<file path="config.mk">
export PLATFORM = sky130hd
export DESIGN_NAME = spi_cpu_top
export DESIGN_NICKNAME = d
export VERILOG_FILES = /design/src/rtl/spi_cpu_pkg.sv /design/src/rtl/spi_read_master.sv /design/src/rtl/spi_cpu_top.sv
export SDC_FILE = /design/constraint.sdc
export NUM_CORES = 1
export LEC_CHECK = 0
export ABC_AREA = 1
export BUFFER_PORTS_ARGS = -buffer_cell sky130_fd_sc_hd__clkbuf_2
export CORE_UTILIZATION = 60
export CTS_CLUSTER_SIZE = 10
export DETAILED_ROUTE_END_ITERATION = 16
export PLACE_DENSITY = 0.8
export SLEW_MARGIN = 20
export SYNTH_ARGS = -nofsm -noshare
export SYNTH_HDL_FRONTEND = slang
export SYNTH_HIERARCHICAL = 1
export SYNTH_SLANG_ARGS = --single-unit
export TNS_END_PERCENT = 20
</file>
<file path="constraint.sdc">
create_clock -name clk -period 2 [get_ports clk]
set_input_delay 0.4 -clock clk [delete_from_list [all_inputs] [get_ports clk]]
set_output_delay 0.4 -clock clk [all_outputs]
set_load 0.005 [all_outputs]
</file>
<file path="src/rtl/spi_cpu_pkg.sv">
// Shared opcodes, FSM state types and SPI framing constants for the SPI-fed accumulator CPU.
// Pure declarations; no latency or backpressure of its own.
package spi_cpu_pkg;

   localparam logic [3:0] OP_LDA  = 4'h0;
   localparam logic [3:0] OP_LDB  = 4'h1;
   localparam logic [3:0] OP_LDO  = 4'h2;
   localparam logic [3:0] OP_LDSA = 4'h3;
   localparam logic [3:0] OP_LDSB = 4'h4;
   localparam logic [3:0] OP_LSH  = 4'h5;
   localparam logic [3:0] OP_RSH  = 4'h6;
   localparam logic [3:0] OP_CLR  = 4'h7;
   localparam logic [3:0] OP_SNZA = 4'h8;
   localparam logic [3:0] OP_SNZS = 4'h9;
   localparam logic [3:0] OP_ADD  = 4'hA;
   localparam logic [3:0] OP_SUB  = 4'hB;
   localparam logic [3:0] OP_AND  = 4'hC;
   localparam logic [3:0] OP_OR   = 4'hD;
   localparam logic [3:0] OP_XOR  = 4'hE;
   localparam logic [3:0] OP_NOP  = 4'hF;

   localparam logic [7:0] SPI_CMD_READ   = 8'h03;
   localparam int         ADDR_BITS      = 16;
   localparam int         SPI_FRAME_BITS = 8 + ADDR_BITS;

   // SCK half-periods while CS_n is low: 32 full SCK cycles
   localparam logic [5:0] SPI_LAST_HALF  = 6'd63;
   localparam logic [5:0] SPI_DATA_HALF  = 6'd48;

   typedef enum logic [1:0] {
      ST_RESET,
      ST_FETCH,
      ST_EXEC_HI,
      ST_EXEC_LO
   } cpu_state_t;

   typedef enum logic [1:0] {
      SPI_IDLE,
      SPI_XFER,
      SPI_DESEL1,
      SPI_DESEL2
   } spi_state_t;

   function automatic logic [SPI_FRAME_BITS-1:0] spi_frame(input logic [7:0] addr);
      return {SPI_CMD_READ, {(ADDR_BITS-8){1'b0}}, addr};
   endfunction

endpackage

</file>
<file path="src/rtl/spi_read_master.sv">
// Mode-0 SPI single-byte READ master, SCK = clk/2; start to done is 66 clk (64 with CS_n low, done in 2nd deselect clk).
// No backpressure: i_start is only honoured while idle, o_done is a one-clk pulse with o_data stable until next start.
module spi_read_master
   import spi_cpu_pkg::*;
(
   input  logic       clk,
   input  logic       rst_n,
   input  logic       i_start,
   input  logic [7:0] i_addr,
   input  logic       i_miso,
   output logic       o_cs_n,
   output logic       o_sck,
   output logic       o_mosi,
   output logic [7:0] o_data,
   output logic       o_done
);

   logic [SPI_FRAME_BITS-1:0] w_frame;
   logic [SPI_FRAME_BITS-1:0] r_tx;
   logic [7:0]                r_rx;
   logic [5:0]                r_cnt;
   logic                      r_cs_n;
   logic                      r_sck;
   logic                      r_mosi;
   logic                      r_done;
   spi_state_t                r_state;

   assign w_frame = spi_frame(i_addr);

   always_ff @(posedge clk or negedge rst_n) begin
      if (!rst_n) begin
         r_state <= SPI_IDLE;
         r_tx    <= '0;
         r_rx    <= '0;
         r_cnt   <= '0;
         r_cs_n  <= 1'b1;
         r_sck   <= 1'b0;
         r_mosi  <= 1'b0;
         r_done  <= 1'b0;
      end else begin
         r_done <= 1'b0;
         case (r_state)
            SPI_IDLE: begin
               if (i_start) begin
                  r_state <= SPI_XFER;
                  r_cs_n  <= 1'b0;
                  r_sck   <= 1'b0;
                  r_mosi  <= w_frame[SPI_FRAME_BITS-1];
                  r_tx    <= {w_frame[SPI_FRAME_BITS-2:0], 1'b0};
                  r_cnt   <= '0;
               end
            end
            SPI_XFER: begin
               r_sck <= ~r_sck;
               r_cnt <= r_cnt + 6'd1;
               // Rising SCK samples MISO in the data phase; falling SCK presents the next MOSI bit
               if (!r_sck) begin
                  if (r_cnt >= SPI_DATA_HALF) begin
                     r_rx <= {r_rx[6:0], i_miso};
                  end
               end else begin
                  r_mosi <= r_tx[SPI_FRAME_BITS-1];
                  r_tx   <= {r_tx[SPI_FRAME_BITS-2:0], 1'b0};
               end
               if (r_cnt == SPI_LAST_HALF) begin
                  r_state <= SPI_DESEL1;
                  r_cs_n  <= 1'b1;
                  r_mosi  <= 1'b0;
               end
            end
            SPI_DESEL1: begin
               r_state <= SPI_DESEL2;
               r_done  <= 1'b1;
            end
            SPI_DESEL2: begin
               r_state <= SPI_IDLE;
            end
            default: begin
               r_state <= SPI_IDLE;
            end
         endcase
      end
   end

   assign o_cs_n = r_cs_n;
   assign o_sck  = r_sck;
   assign o_mosi = r_mosi;
   assign o_data = r_rx;
   assign o_done = r_done;

endmodule

</file>
<file path="src/rtl/spi_cpu_top.sv">
// Accumulator CPU running straight from SPI RAM: one program byte (two nibble ops) per 68 clk; valid lags LDO by one clk.
// No backpressure: outputs are strobed, never held. SPI_CPU_LOGIC_OPS_EN enables AND/OR/XOR on opcodes C/D/E.
module spi_cpu_top
   import spi_cpu_pkg::*;
(
   input  logic       clk,
   input  logic       rst_n,
   input  logic       ena,
   input  logic [7:0] ui_in,
   output logic [7:0] uo_out,
   input  logic [7:0] uio_in,
   output logic [7:0] uio_out,
   output logic [7:0] uio_oe
);

   logic [7:0] r_a;
   logic [7:0] r_b;
   logic [7:0] r_s;
   logic [7:0] r_out;
   logic [7:0] r_pc;
   logic [7:0] r_ir;
   logic [7:0] r_spi_addr;
   logic       r_valid;
   logic       r_skip;
   logic       r_start;
   cpu_state_t r_state;

   logic [3:0] w_op;
   logic       w_cs_n;
   logic       w_sck;
   logic       w_mosi;
   logic [7:0] w_data;
   logic       w_done;
   logic       w_unused;

   assign w_unused = &{1'b0, ena, uio_in[7:3], uio_in[1:0]};
   assign w_op     = (r_state == ST_EXEC_HI) ? r_ir[7:4] : r_ir[3:0];

   spi_read_master u_spi (
      .clk     (clk),
      .rst_n   (rst_n),
      .i_start (r_start),
      .i_addr  (r_spi_addr),
      .i_miso  (uio_in[2]),
      .o_cs_n  (w_cs_n),
      .o_sck   (w_sck),
      .o_mosi  (w_mosi),
      .o_data  (w_data),
      .o_done  (w_done)
   );

   always_ff @(posedge clk or negedge rst_n) begin
      if (!rst_n) begin
         r_state    <= ST_RESET;
         r_a        <= '0;
         r_b        <= '0;
         r_s        <= '0;
         r_out      <= '0;
         r_pc       <= '0;
         r_ir       <= '0;
         r_spi_addr <= '0;
         r_valid    <= 1'b0;
         r_skip     <= 1'b0;
         r_start    <= 1'b0;
      end else begin
         r_valid <= 1'b0;
         case (r_state)
            ST_RESET: begin
               r_state    <= ST_FETCH;
               r_start    <= 1'b1;
               r_spi_addr <= r_pc;
            end
            ST_FETCH: begin
               r_start <= 1'b0;
               if (w_done) begin
                  r_ir    <= w_data;
                  r_state <= ST_EXEC_HI;
               end
            end
            ST_EXEC_HI, ST_EXEC_LO: begin
               r_skip <= 1'b0;
               if (!r_skip) begin
                  case (w_op)
                     OP_LDA:  r_a <= {4'h0, ui_in[3:0]};
                     OP_LDB:  r_b <= {4'h0, ui_in[7:4]};
                     OP_LDO: begin
                        r_out   <= r_s;
                        r_valid <= 1'b1;
                     end
                     OP_LDSA: r_s <= r_a;
                     OP_LDSB: r_s <= r_b;
                     OP_LSH:  r_s <= {r_s[6:0], 1'b0};
                     OP_RSH:  r_s <= {1'b0, r_s[7:1]};
                     OP_CLR:  r_s <= '0;
                     OP_SNZA: r_skip <= (r_a != 8'h00);
                     OP_SNZS: r_skip <= (r_s != 8'h00);
                     OP_ADD:  r_s <= r_a + r_b;
                     OP_SUB:  r_s <= r_a - r_b;
`ifdef SPI_CPU_LOGIC_OPS_EN
                     OP_AND:  r_s <= r_a & r_b;
                     OP_OR:   r_s <= r_a | r_b;
                     OP_XOR:  r_s <= r_a ^ r_b;
                     OP_NOP:  ;
`else
                     OP_AND, OP_OR, OP_XOR, OP_NOP: ;
`endif
                  endcase
               end
               // Next fetch is launched during EXEC_LO so CS_n falls on the clk that ends it
               if (r_state == ST_EXEC_HI) begin
                  r_state    <= ST_EXEC_LO;
                  r_start    <= 1'b1;
                  r_spi_addr <= r_pc + 8'd1;
               end else begin
                  r_state <= ST_FETCH;
                  r_pc    <= r_pc + 8'd1;
               end
            end
            default: begin
               r_state <= ST_RESET;
            end
         endcase
      end
   end

   assign uo_out  = {r_valid, r_out[6:0]};
   assign uio_out = {r_out[7], 3'b000, w_sck, 1'b0, w_mosi, w_cs_n};
   assign uio_oe  = 8'b1000_1011;

endmodule

</file>
### After elaboration in Yosys (flattened, before gate mapping)

Index checks and enable logic that the tools add are counted.

| storage, ports and cells | value |
|---|---|
| flip-flop bits (word level) | 97 |
| input port bits | 19 |
| output and inout port bits | 24 |
| logic and storage cells | 103 |

| cells by class | value |
|---|---|
| add/sub/neg operators | 4 |
| order comparisons | 1 |
| eq/ne operators | 24 |
| mux-type cells | 30 |
| bitwise operators | 3 |
| reduce and logical (&&, ||, !) cells | 22 |

Operators by type and width:

| cell | number |
|---|---|
| $pmux 8 s7 | 1 |
| $mux 24 | 2 |
| $pmux 24 s2 | 1 |
| $reduce_and 3->1 | 8 |
| $eq 4x3->1 const B | 4 |
| $eq 4x4->1 const B | 4 |
| $pmux 8 s2 | 1 |
| $reduce_bool 8->1 | 2 |
| $pmux 6 s2 | 1 |
| $mux 1 | 10 |
| $reduce_and 2->1 | 5 |
| $add 8x1->8 const B | 1 |
| $eq 2x2->1 const B | 4 |
| $eq 4x2->1 const B | 2 |
| $mux 2 | 4 |
| $mux 8 | 1 |
| $pmux 1 s2 | 4 |
| $pmux 2 s4 | 1 |
| $reduce_bool 7->1 | 1 |
| $add 6x1->6 const B | 1 |
| $eq 6x6->1 const B | 1 |
| $ge 6x6->1 const B | 1 |
| $mux 6 | 1 |
| $ne 2x1->1 const B | 3 |
| 14 further kinds | 20 |

### Logic depth before layout (Yosys ltp)

| depth | value |
|---|---|
| depth after elaboration | 6 |
| mapped depth | 15 |
| gate-level depth less buffers | 13 |

### Hierarchy

The synthesis kept the hierarchy.

By module, submodules not included:

| module | instances | cells each | area an instance (µm²) | sequential area each (µm²) |
|---|---|---|---|---|
| spi_cpu_top | 1 | 415 | 3166.8 | 1326.3 |
| spi_read_master | 1 | 218 | 1896.8 | 1077.3 |

### Worst setup path after synthesis

No wires, ideal clock.

| path | value |
|---|---|
| path type | register to register |
| start point | register r_state[0] (netlist name) |
| end point | register r_out[7] |
| setup time | 118 ps |
| arrival time | 1683 ps |
| data required time | 1882 ps |
| slack | 199 ps |
| cell stages (with the launch flop) | 12 |
| buffers on the path | 2 |
| period minus slack after synthesis | 1801 ps |
| cell sequence | dfrtp_1 > inv_1 > ha_1 > buf_6 > inv_6 > nand2_1 > nand2_2 > nor3_4 > nand2_4 > buf_6 > nand2_1 > o21ai_2 |

RTL lines:

| item | RTL line | text |
|---|---|---|
| end signal, assigned | spi_cpu_top.sv:87 | `r_out <= r_s;` |
| end, declared | spi_cpu_top.sv:19 | `logic [7:0] r_out;` |

==> results.md <==
* Initial DRT Pass Iterations at 5
* Final Hold Fails at 0
* GPL Wtd Cong at 0.867
* Clock latency on the worst-skew pair at 370 ps
* First-pass GRT wire length at about 17 mm
* Worst hold margin at 265 ps
* Worst setup margin at roughly 170 ps
* Detailed-route wire length per cell at between 10 and 15 um
* Pin count of the biggest net entering global routing at 39
* Post-placement cell count at 753
* Grt ovf at 0
* Final setup fails at 0
* Worst Path Max Fanout at 9
* Remaining antenna violation count at 0
* Die area at 8810 um^2
* Max Root-Sink Buffers at 2
* Post-route insts no fill at 770
* Leading area contributor after synthesis: dfrtp_1
* Arrival @ worst endpoint at approximately 2100 ps
* Detailed-route wire length at 9.59 mm
* Worst path max stage delay at 440 ps
* Most used cell, CP: nand2_1
* Routed vias/inst at approximately 5.2
* Yosys reg bits at 96
* Top cells by area, synth: dfrtp_1 47%, nand2_1 14%, nand3_1 5.4%
* Area growth from synthesis to layout at 7.93%
* Pins Over Slew Limit at 0
* Share of the synthesized area in the top cell type at 46.9%
* Pre-CTS setup slack at 92.0 ps
* IO Pins at 43
* Pwr dens at 591 nW/um^2
* Static Leak at 2.92 nW
* Crit-path cells: ha_4 -> buf_6 -> nand2_1 -> nand2_1 -> nor2_1 -> nand2_1 -> o21ai_1 -> inv_1 -> nand2_1 -> nand2_1 -> nand2_1
* # nets final at 698
* Final HPWL DP at 7.03 mm
* Chip Width at about 94 um
* Clk Tree Root Cell: clkbuf_8
* Unique masters post-synth at 34
* CP Capture Type: register
* Register area share after synthesis at 47.5%
* Post-route minimum period at 1830 ps
* CTS sink count at 96
* Die Y at 93.9 um
* Max-Cap Viols at 0
* Initial Util at 61.9%
* Vias at between 4k and 5k
* Antenna Cells at 0
* CORE AREA at 8180 um^2
* Most common cell after layout, fill and taps aside: nand2_1
* Fillers at 683
* Clk_skew at roughly 11 ps
* Status: complete, no violations
* Number of cell rows at 33
* Worst min path class: in -> reg
* Vias in the first global route at ~3.7k
* YS warnings at 6
* Worst Path Required at 2300 ps
* DRC errors left at 0
* Fin crit share at 91.7%
* Critical path type: reg -> reg
* CTS tree: yes
* H-Tree Depth at 3
* Gr usage total at ~24%
* Initial antenna violation count at 0
* Startpoint types: register
* Mapped Avg Cell Area at 8.00 um^2
* Drt initial violations at roughly 200
* CTS buffer count at 9
* Slowest-stage cell, CP: dfrtp_1
* Post-CTS Setup Bufs at 0
* Gate Count Post-Synth at 633
* Mapped Area at 5060 um^2
* Fmax at 0.545 GHz
* Share of cells above drive strength 1 at a little over an eighth
* Design area at 5470 um^2
* Commonest non-fill, non-tap cells in the layout: 193 x nand2_1, 95 x dfrtp_1, 57 x nor2_1
* Clk slew on worst S/H paths at 90 ps
* Port Buffers at 22
* Maximum VDD drop at about 0.46 mV
* DP Area at around 5200 um^2
-- final timing paths --
kind	cells past startpoint	start	to	slack (ps)
setup / recovery	11	r_state[1]	r_s[2]	170
hold / removal	3	uio_in[2]	u_spi/o_data[0]	260
setup reg to reg	11	r_state[1]	r_s[2]	170
hold reg to reg	2	r_spi_addr[0]	u_spi/r_tx[1]	470
max in group asynchronous	3	rst_n	u_spi/r_state[0]	960
min in group asynchronous	2	rst_n	r_spi_addr[4]	430
-- state kept, by name, indices dropped and copies added, names as in the netlist --
register,count
r_a,4
r_b,4
r_ir,8
r_out,8
r_pc,8
r_s,8
r_skip,1
r_spi_addr,8
r_start,1
r_state,2
r_valid,1
u_spi/o_cs_n,1
u_spi/o_data,8
u_spi/o_done,1
u_spi/o_mosi,1
u_spi/o_sck,1
u_spi/r_cnt,6
u_spi/r_state,2
u_spi/r_tx,23
-- cell families (layout without fill, tap and decap cells) --
group	after synthesis	in the layout	share of synthesized area [%]
buffers and inverters	93	115	8.99
flip-flops	96	96	47.5
AO/OA/AOI/OAI	86	86	9.41
adder cells (fa/ha/maj)	19	19	4.99
other	2	12	0.148
AND/OR/NAND/NOR	330	330	27.8
XOR/XNOR	7	7	1.21
-- power breakdown --
group	switching (W)	internal, W	total, W
registers	0.00000435	0.00194	0.00195
clock network	0.000708	0.000465	0.00117
logic	0.0000723	0.0000347	0.000107
-- cells in the mapped netlist (all sizes together) --
cell type / instances
clkinv: 1
xnor2: 5
nor2: 60
buf: 25
o211ai: 6
a21oi: 37
inv: 61
or2: 1
dfrtp: 95
xor2: 2
conb: 2
dfstp: 1
nand3: 55
nand3b: 1
fa: 2
nand4: 5
nor4: 1
o21ai: 42
ha: 17
clkbuf: 6
nor3: 2
a31oi: 1
nand2: 205
-- repair_timing --
item / 4_1_cts / 5_1_grt
hold buffers: 1 / 0
resized for setup: 0 / 10
setup endpoints to repair: 0 / 22
endpoints found under the hold margin: 16 / 0
-- layer usage --
| layer | global-route usage [%] | vias to the layer above | routed length (um) |
|---|---|---|---|
| met4 | 8.72 | 0 | 146 |
| met3 | 4.13 | 11 | 296 |
| li1 | - | 2045 | - |
| met1 | 33.7 | 1911 | 4570 |
| met2 | 37.9 | 75 | 4580 |
| met5 | 0 | - | 0 |
-- metrics by stage --
step           TNS [ps]  power, W  utilization [%]
6_report              0   0.00323             66.9
5_1_grt          -0.420   0.00335             66.9
4_1_cts               0   0.00326             66.5
3_5_place_dp          0   0.00209             64.2
3_3_place_gp          0   0.00209             64.2
2_1_floorplan         0   0.00204                -
-- layout make-up --
class | count | area [um^2] | area share (%)
Clock buffer | 9 | 124 | 2.27
Multi-Input combinational cell | 454 | 2270 | 41.6
Tap cell | 105 | 131 | 2.40
Clock inverter | 7 | 53.8 | 0.984
Sequential cell | 96 | 2400 | 44.0
Timing Repair Buffer | 37 | 244 | 4.46
Inverter | 62 | 238 | 4.35
-- worst max-delay path, delay by kind of cell, from the launching register on --
kind                       cells  cell delay [ps]
AOI/OAI and AO/OA              1              150
adders and majority gates      1              200
buffers and inverters          2              180
DFF                            1              440
and+or+nand+nor                7              790
Note: power is estimated with default switching activity, not from simulation.
